===== src/rtl/mem_access_ctrl.sv =====
// Initiator side of the MFA/MFC four-phase memory handshake toward ram_256b.
// Define MAC_TIMEOUT_EN to enable the per-phase watchdog in ASSERT and RELEASE.
module mem_access_ctrl #(
  parameter int unsigned ADDR_W         = 8,
  parameter int unsigned DATA_W         = 32,
  parameter int unsigned SETUP_CYCLES   = 3,
  parameter int unsigned SYNC_STAGES    = 2,
  parameter int unsigned TIMEOUT_CYCLES = 64
) (
  input  logic              clk,
  input  logic              reset,
  input  logic              req,
  input  logic [5:0]        req_op,
  input  logic [ADDR_W-1:0] req_addr,
  input  logic [DATA_W-1:0] req_wdata,
  output logic              busy,
  output logic              done,
  output logic [DATA_W-1:0] rdata,
  output logic              misaligned,
  output logic              timeout,
  output logic              MFA,
  output logic [5:0]        opcode,
  output logic [ADDR_W-1:0] addr,
  output logic [DATA_W-1:0] data_in,
  input  logic [DATA_W-1:0] mem_data,
  input  logic              MFC
);

  localparam int unsigned OP_W    = 6;
  localparam int unsigned SETUP_W = (SETUP_CYCLES > 1) ? $clog2(SETUP_CYCLES) : 1;

  localparam logic [OP_W-1:0] OP_LDUB = 6'h01;
  localparam logic [OP_W-1:0] OP_LDSB = 6'h09;
  localparam logic [OP_W-1:0] OP_LDUH = 6'h02;
  localparam logic [OP_W-1:0] OP_LDSH = 6'h0A;
  localparam logic [OP_W-1:0] OP_LD   = 6'h08;
  localparam logic [OP_W-1:0] OP_STB  = 6'h05;
  localparam logic [OP_W-1:0] OP_STH  = 6'h06;
  localparam logic [OP_W-1:0] OP_ST   = 6'h04;

  // Parameter sanity, evaluated at elaboration
  if (SETUP_CYCLES < 1) begin : g_bad_setup
    $error("SETUP_CYCLES must be at least 1");
  end
  if (SYNC_STAGES < 2) begin : g_bad_sync
    $error("SYNC_STAGES must be at least 2");
  end
  if (TIMEOUT_CYCLES < 1) begin : g_bad_timeout
    $error("TIMEOUT_CYCLES must be at least 1");
  end

  typedef enum logic [2:0] {
    S_IDLE,
    S_FAULT,
    S_SETUP,
    S_ASSERT,
    S_RELEASE,
    S_DONE
  } state_t;

  state_t              r_state;
  logic [SETUP_W-1:0]  r_setup_cnt;
  logic [SYNC_STAGES-1:0] r_mfc_sync;
  logic                r_busy;
  logic                r_done;
  logic                r_misaligned;
  logic                r_mfa;
  logic [OP_W-1:0]     r_opcode;
  logic [ADDR_W-1:0]   r_addr;
  logic [DATA_W-1:0]   r_data_in;
  logic [DATA_W-1:0]   r_rdata;

  logic                w_mfc_s;
  logic                w_req_fault;
  logic                w_is_load;

  // MFC is asynchronous; only the last synchronizer stage is used by the FSM
  always_ff @(posedge clk) begin
    if (reset) begin
      r_mfc_sync <= '0;
    end else begin
      r_mfc_sync <= {r_mfc_sync[SYNC_STAGES-2:0], MFC};
    end
  end

  assign w_mfc_s = r_mfc_sync[SYNC_STAGES-1];

  // Request check: unknown opcode or natural-alignment violation
  always_comb begin
    w_req_fault = 1'b0;
    case (req_op)
      OP_LDUB, OP_LDSB, OP_STB: w_req_fault = 1'b0;
      OP_LDUH, OP_LDSH, OP_STH: w_req_fault = req_addr[0];
      OP_LD, OP_ST:             w_req_fault = |req_addr[1:0];
      default:                  w_req_fault = 1'b1;
    endcase
  end

  always_comb begin
    w_is_load = 1'b0;
    case (r_opcode)
      OP_LDUB, OP_LDSB, OP_LDUH, OP_LDSH, OP_LD: w_is_load = 1'b1;
      default:                                   w_is_load = 1'b0;
    endcase
  end

`ifdef MAC_TIMEOUT_EN
  localparam int unsigned TO_W = $clog2(TIMEOUT_CYCLES + 1);

  logic [TO_W-1:0] r_wdog;
  logic            r_timeout;
  logic            w_wdog_hit;

  assign w_wdog_hit = (r_wdog == TO_W'(TIMEOUT_CYCLES - 1));
  assign timeout    = r_timeout;
`else
  assign timeout    = 1'b0;
`endif

  // Handshake sequencer; every output changes only on a clock edge
  always_ff @(posedge clk) begin
    if (reset) begin
      r_state      <= S_IDLE;
      r_setup_cnt  <= '0;
      r_busy       <= 1'b0;
      r_done       <= 1'b0;
      r_misaligned <= 1'b0;
      r_mfa        <= 1'b0;
      r_opcode     <= '0;
      r_addr       <= '0;
      r_data_in    <= '0;
      r_rdata      <= '0;
`ifdef MAC_TIMEOUT_EN
      r_wdog       <= '0;
      r_timeout    <= 1'b0;
`endif
    end else begin
      r_done <= 1'b0;
      case (r_state)
        S_IDLE: begin
          if (req) begin
            r_opcode    <= req_op;
            r_addr      <= req_addr;
            r_data_in   <= req_wdata;
            r_busy      <= 1'b1;
            r_setup_cnt <= '0;
            r_state     <= w_req_fault ? S_FAULT : S_SETUP;
          end
        end

        S_FAULT: begin
          r_done       <= 1'b1;
          r_misaligned <= 1'b1;
          r_state      <= S_DONE;
        end

        S_SETUP: begin
          if (r_setup_cnt == SETUP_W'(SETUP_CYCLES - 1)) begin
            r_mfa   <= 1'b1;
            r_state <= S_ASSERT;
`ifdef MAC_TIMEOUT_EN
            r_wdog  <= '0;
`endif
          end else begin
            r_setup_cnt <= r_setup_cnt + 1'b1;
          end
        end

        S_ASSERT: begin
          if (w_mfc_s) begin
            r_mfa   <= 1'b0;
            r_state <= S_RELEASE;
            if (w_is_load) begin
              r_rdata <= mem_data;
            end
`ifdef MAC_TIMEOUT_EN
            r_wdog  <= '0;
          end else if (w_wdog_hit) begin
            r_mfa     <= 1'b0;
            r_done    <= 1'b1;
            r_timeout <= 1'b1;
            r_state   <= S_DONE;
          end else begin
            r_wdog <= r_wdog + 1'b1;
`endif
          end
        end

        // Wait for the memory to drop MFC to close the four-phase cycle
        S_RELEASE: begin
          if (!w_mfc_s) begin
            r_done  <= 1'b1;
            r_state <= S_DONE;
`ifdef MAC_TIMEOUT_EN
          end else if (w_wdog_hit) begin
            r_done    <= 1'b1;
            r_timeout <= 1'b1;
            r_state   <= S_DONE;
          end else begin
            r_wdog <= r_wdog + 1'b1;
`endif
          end
        end

        S_DONE: begin
          r_busy       <= 1'b0;
          r_misaligned <= 1'b0;
`ifdef MAC_TIMEOUT_EN
          r_timeout    <= 1'b0;
`endif
          r_state      <= S_IDLE;
        end

        default: begin
          r_mfa   <= 1'b0;
          r_busy  <= 1'b0;
          r_state <= S_IDLE;
        end
      endcase
    end
  end

  assign busy       = r_busy;
  assign done       = r_done;
  assign rdata      = r_rdata;
  assign misaligned = r_misaligned;
  assign MFA        = r_mfa;
  assign opcode     = r_opcode;
  assign addr       = r_addr;
  assign data_in    = r_data_in;

endmodule


===== config.mk =====
export PLATFORM = sky130hd
export DESIGN_NAME = mem_access_ctrl
export DESIGN_NICKNAME = d
export VERILOG_FILES = /design/src/rtl/mem_access_ctrl.sv
export SDC_FILE = /design/constraint.sdc
export NUM_CORES = 1
export LEC_CHECK = 0
export CELL_PAD_IN_SITES_DETAIL_PLACEMENT = 0
export CELL_PAD_IN_SITES_GLOBAL_PLACEMENT = 1
export CORE_ASPECT_RATIO = 0.9
export CORE_MARGIN = 3
export CORE_UTILIZATION = 28
export DETAILED_ROUTE_END_ITERATION = 8
export GPL_TIMING_DRIVEN = 0
export PLACE_DENSITY_LB_ADDON = 0.1
export SETUP_SLACK_MARGIN = 0.3
export SKIP_CTS_REPAIR_TIMING = 1
export SLEW_MARGIN = 10
export SYNTH_ARGS = -nofsm -noshare
export SYNTH_HDL_FRONTEND = slang
export SYNTH_SLANG_ARGS = --single-unit

===== constraint.sdc =====
create_clock -name clk -period 1.9 [get_ports clk]
set_input_delay 0.38 -clock clk [delete_from_list [all_inputs] [get_ports clk]]
set_output_delay 0.38 -clock clk [all_outputs]
set_load 0.02 [all_outputs]

==> summary.txt <==
Outcome
  – Status: finished clean

Routing
  – DRC: 0
  – Routed WL: a little over 10 mm
  – DR vias: 3153
  – First-pass DRT Iterations: 6
  – Vias/cell: 4.41
  – Initial DRC Count: 117
  – Wirelength per Cell: 14.1 um
  – DRT antenna net count: 0

Timing
  – Setup violators final: 0
  – RSZ-0062 raised after global routing: false
  – Max Clock Freq: about 650 MHz
  – Clock skew: 3.84 ps
  – Final period util: 0.808
  – Final Hold Vio Count: 0
  – TNS Setup: 0 ps
  – Post-route minimum period: about 1500 ps
  – Slew Limit Fails: 0
  – Slew @ Worst Pin: 506 ps
  – Worst slew margin: 0.663

Floorplan
  – Core ar.: roughly 0.012 mm^2
  – Initial Utilization: 0.289
  – Die width: 121 um
  – Die area: 0.0133 mm^2
  – # IOs: 165
  – Rows: 37
  – Die height: 110 um

Place
  – # port buffers: 162
  – Placed Cells incl. Taps: 697
  – HPWL after DPL: 7.27 mm
  – Routability cong.: slightly above 0.7

Critical path
  – Crit path from: req
  – Crit-path most repeated cell: buf_4
  – Worst EP required: 2160 ps
  – Crit path largest cell delay: between 500 and 600 ps
  – CP Cell Sequence: clkdlybuf4s50_1 -> nor2b_2 -> and2_1 -> buf_4 -> buf_4 -> nand2_1 -> a21oi_1
  – R2r setup slk: 390 ps
  – CP Max Fanout: 10
  – Crit end category: flip-flop
  – R2r startpoint: r_state[2]
  – Bufs and invs on worst path: 3
  – Kind of critical path: input port to flip-flop
  – Worst setup SP type: input port
  – Worst path slowest cell: clkdlybuf4s50_1
  – FF-to-FF path depth: 6
  – CP top delay family: buffers and inverters
  – CP arrival: approximately 1800 ps
  – Capture point of the worst reg-to-reg path: rdata[27]

Logic synthesis
  – Post-synth top area share: 0.535
  – Syn Inst Count: 379
  – Sequential share of the synthesized area: 0.535
  – Ys Warns: 0
  – Most used DFF post-synth: dfxtp_1
  – Flops & latches, synth: between 80 and 90
  – Fraction of registers with async set/reset: 0
  – Most area-hungry cell type in the Yosys netlist: dfxtp_1
  – Synth top area cells: dfxtp_1, nand2_1, mux2i_1
  – Post-synth EDFFs: 0
  – Syn avg cell area: 8.79 um^2
  – Mapped Area: around 0.0033 mm^2
  – Post-synthesis net count: ~460
  – Distinct cell type count after synthesis: 32

Power and ir drop
  – Internal: 3.49 mW
  – Clock share of power: 0.364
  – Sw frac: 0.265
  – Pwr dens: 830 mW/mm^2
  – Lkg Pwr: 3.40 nW
  – Gate power share: 0.204
  – Peak VDD IR: 0.432 mV
  – Seq pwr share: 0.432
  – Switching pwr: 1.26 mW

Clock network
  – CTS sink count: 89
  – CTS Buffer Depth: 2
  – Clk_lat worst skew: 330 ps
  – Inserted Clock Buffers: 9
  – H-tree levels: 3
  – TritonCTS clock tree: yes
  – Root Buffer: clkbuf_16
  – Clock Pin Slew Worst Setup and Hold Paths: 60 ps

Global routing
  – Initial antenna violation count: 0
  – Overflow after GRT: 0
  – Vias in the first global route: 2977
  – Largest net degree at the start of global routing: 14
  – First-pass GRT wire length: 15.4 mm
  – Total Routing Usage GR: 0.148

Finish
  – # fillers: 1089
  – Nets@finish: 637
  – Share of post-route cells with drive strength above 1: 0.0733
  – Non-Filler Instances: 715
  – ANT cells: 0
  – Synth-to-layout area growth: 71.3%

Run
  – Max-cap violations: 0

Worst hold path
  – WHS Endpoint: r_mfc_sync[1]
  – Hold path startpoint: r_mfc_sync[0]
  – Worst Hold Path Cells: 1
  – Worst min-delay path category: flip-flop to flip-flop
==> cell families (layout without fill, tap and decap cells) <==
logic type,count (synthesis),in the layout,share of synthesized area
multiplexers,34,34,0.102
AO/OA/AOI/OAI,64,64,0.106
flip-flops,89,89,0.535
other,1,1,0.00113
buffers and inverters,30,210,0.0556
adder cells (fa/ha/maj),1,1,0.00375
AND/OR/NAND/NOR,160,160,0.197
==> worst max path at each step <==
stage	end	slack, ps	cells after the start
floorplan	rdata[0]	490	6
global placement	data_in[12]	-180	7
detailed placement	data_in[24]	-200	7
CTS	data_in[24]	140	7
global route	data_in[17]	290	7
finish	data_in[17]	360	7
==> through the flow <==
stage          power (mW)  setup slack (ps)  cell area [um^2]  hold slack [ps]  utilization
6_report             4.74               365              5710              440        0.495
3_5_place_dp         3.06              -202              5150              431        0.447
4_1_cts              4.82               141              5450              447        0.472
5_1_grt              5.00               288              5710              458        0.495
2_1_floorplan        2.56               489              3330              414            -
3_3_place_gp         3.05              -178              5150              427        0.447
==> power groups by stage <==
stage               Combinational [mW]  Sequential (mW)  Clock (mW)
global placement                 0.963             2.09           0
floorplan                        0.339             2.22           0
detailed placement               0.969             2.09           0
finish                           0.966             2.05        1.73
global route                      1.06             2.06        1.88
CTS                              0.973             2.05        1.80
==> synthesized netlist by cell type, drive strengths merged, types with 2 or more instances <==
cell / number
nor2: 43
buf: 17
a211oi: 5
clkbuf: 11
mux2i: 34
nand2b: 2
a21oi: 50
nand2: 99
dfxtp: 89
o21ai: 3
inv: 2
nor2b: 4
nor3: 4
a2bb2oi: 2
==> area by class of cell <==
| type | count | area [um^2] | share of cell area |
|---|---|---|---|
| buffer | 28 | 210 | 0.0368 |
| clock buffer | 15 | 288 | 0.0504 |
| clock inverter | 1 | 7.51 | 0.00131 |
| inverter | 2 | 7.51 | 0.00131 |
| multi-input combinational | 260 | 1380 | 0.241 |
| sequential | 89 | 1780 | 0.312 |
| tap | 156 | 195 | 0.0342 |
| timing repair buffer | 164 | 1840 | 0.323 |
==> layout by cell type, fill, tap and decap left out, types with 2 or more instances in the layout <==
master and n:
dfxtp_2 2, nor3_1 4, clkdlybuf4s50_1 80, a2bb2oi_1 2
clkbuf_8 4, nor2b_1 3, a21oi_1 50, a211oi_1 5
clkbuf_16 9, inv_1 2, o21ai_0 3, mux2i_1 32
buf_4 9, buf_12 3, dlymetal6s2s_1 82, clkbuf_2 2
clkbuf_1 11, buf_2 4, nor2_1 43, mux2i_2 2
dfxtp_1 87, nand2_1 99, nand2b_1 2, buf_6 3
==> per-layer routing <==
| layer | GRT usage | share of wire |
|---|---|---|
| met3 | 0.0725 | 0.10 |
| met4 | 0.0518 | 0.017 |
| met1 | 0.191 | 0.46 |
| met5 | 0 | 0 |
| met2 | 0.214 | 0.42 |
==> flip-flops by register name (all words and copies together), names as in the netlist <==
register     count
done             1
MFA              1
rdata           32
busy             1
r_state          3
r_mfc_sync       2
data_in         32
misaligned       1
addr             8
r_setup_cnt      2
opcode           6
Power figures use the tool's default switching activity.
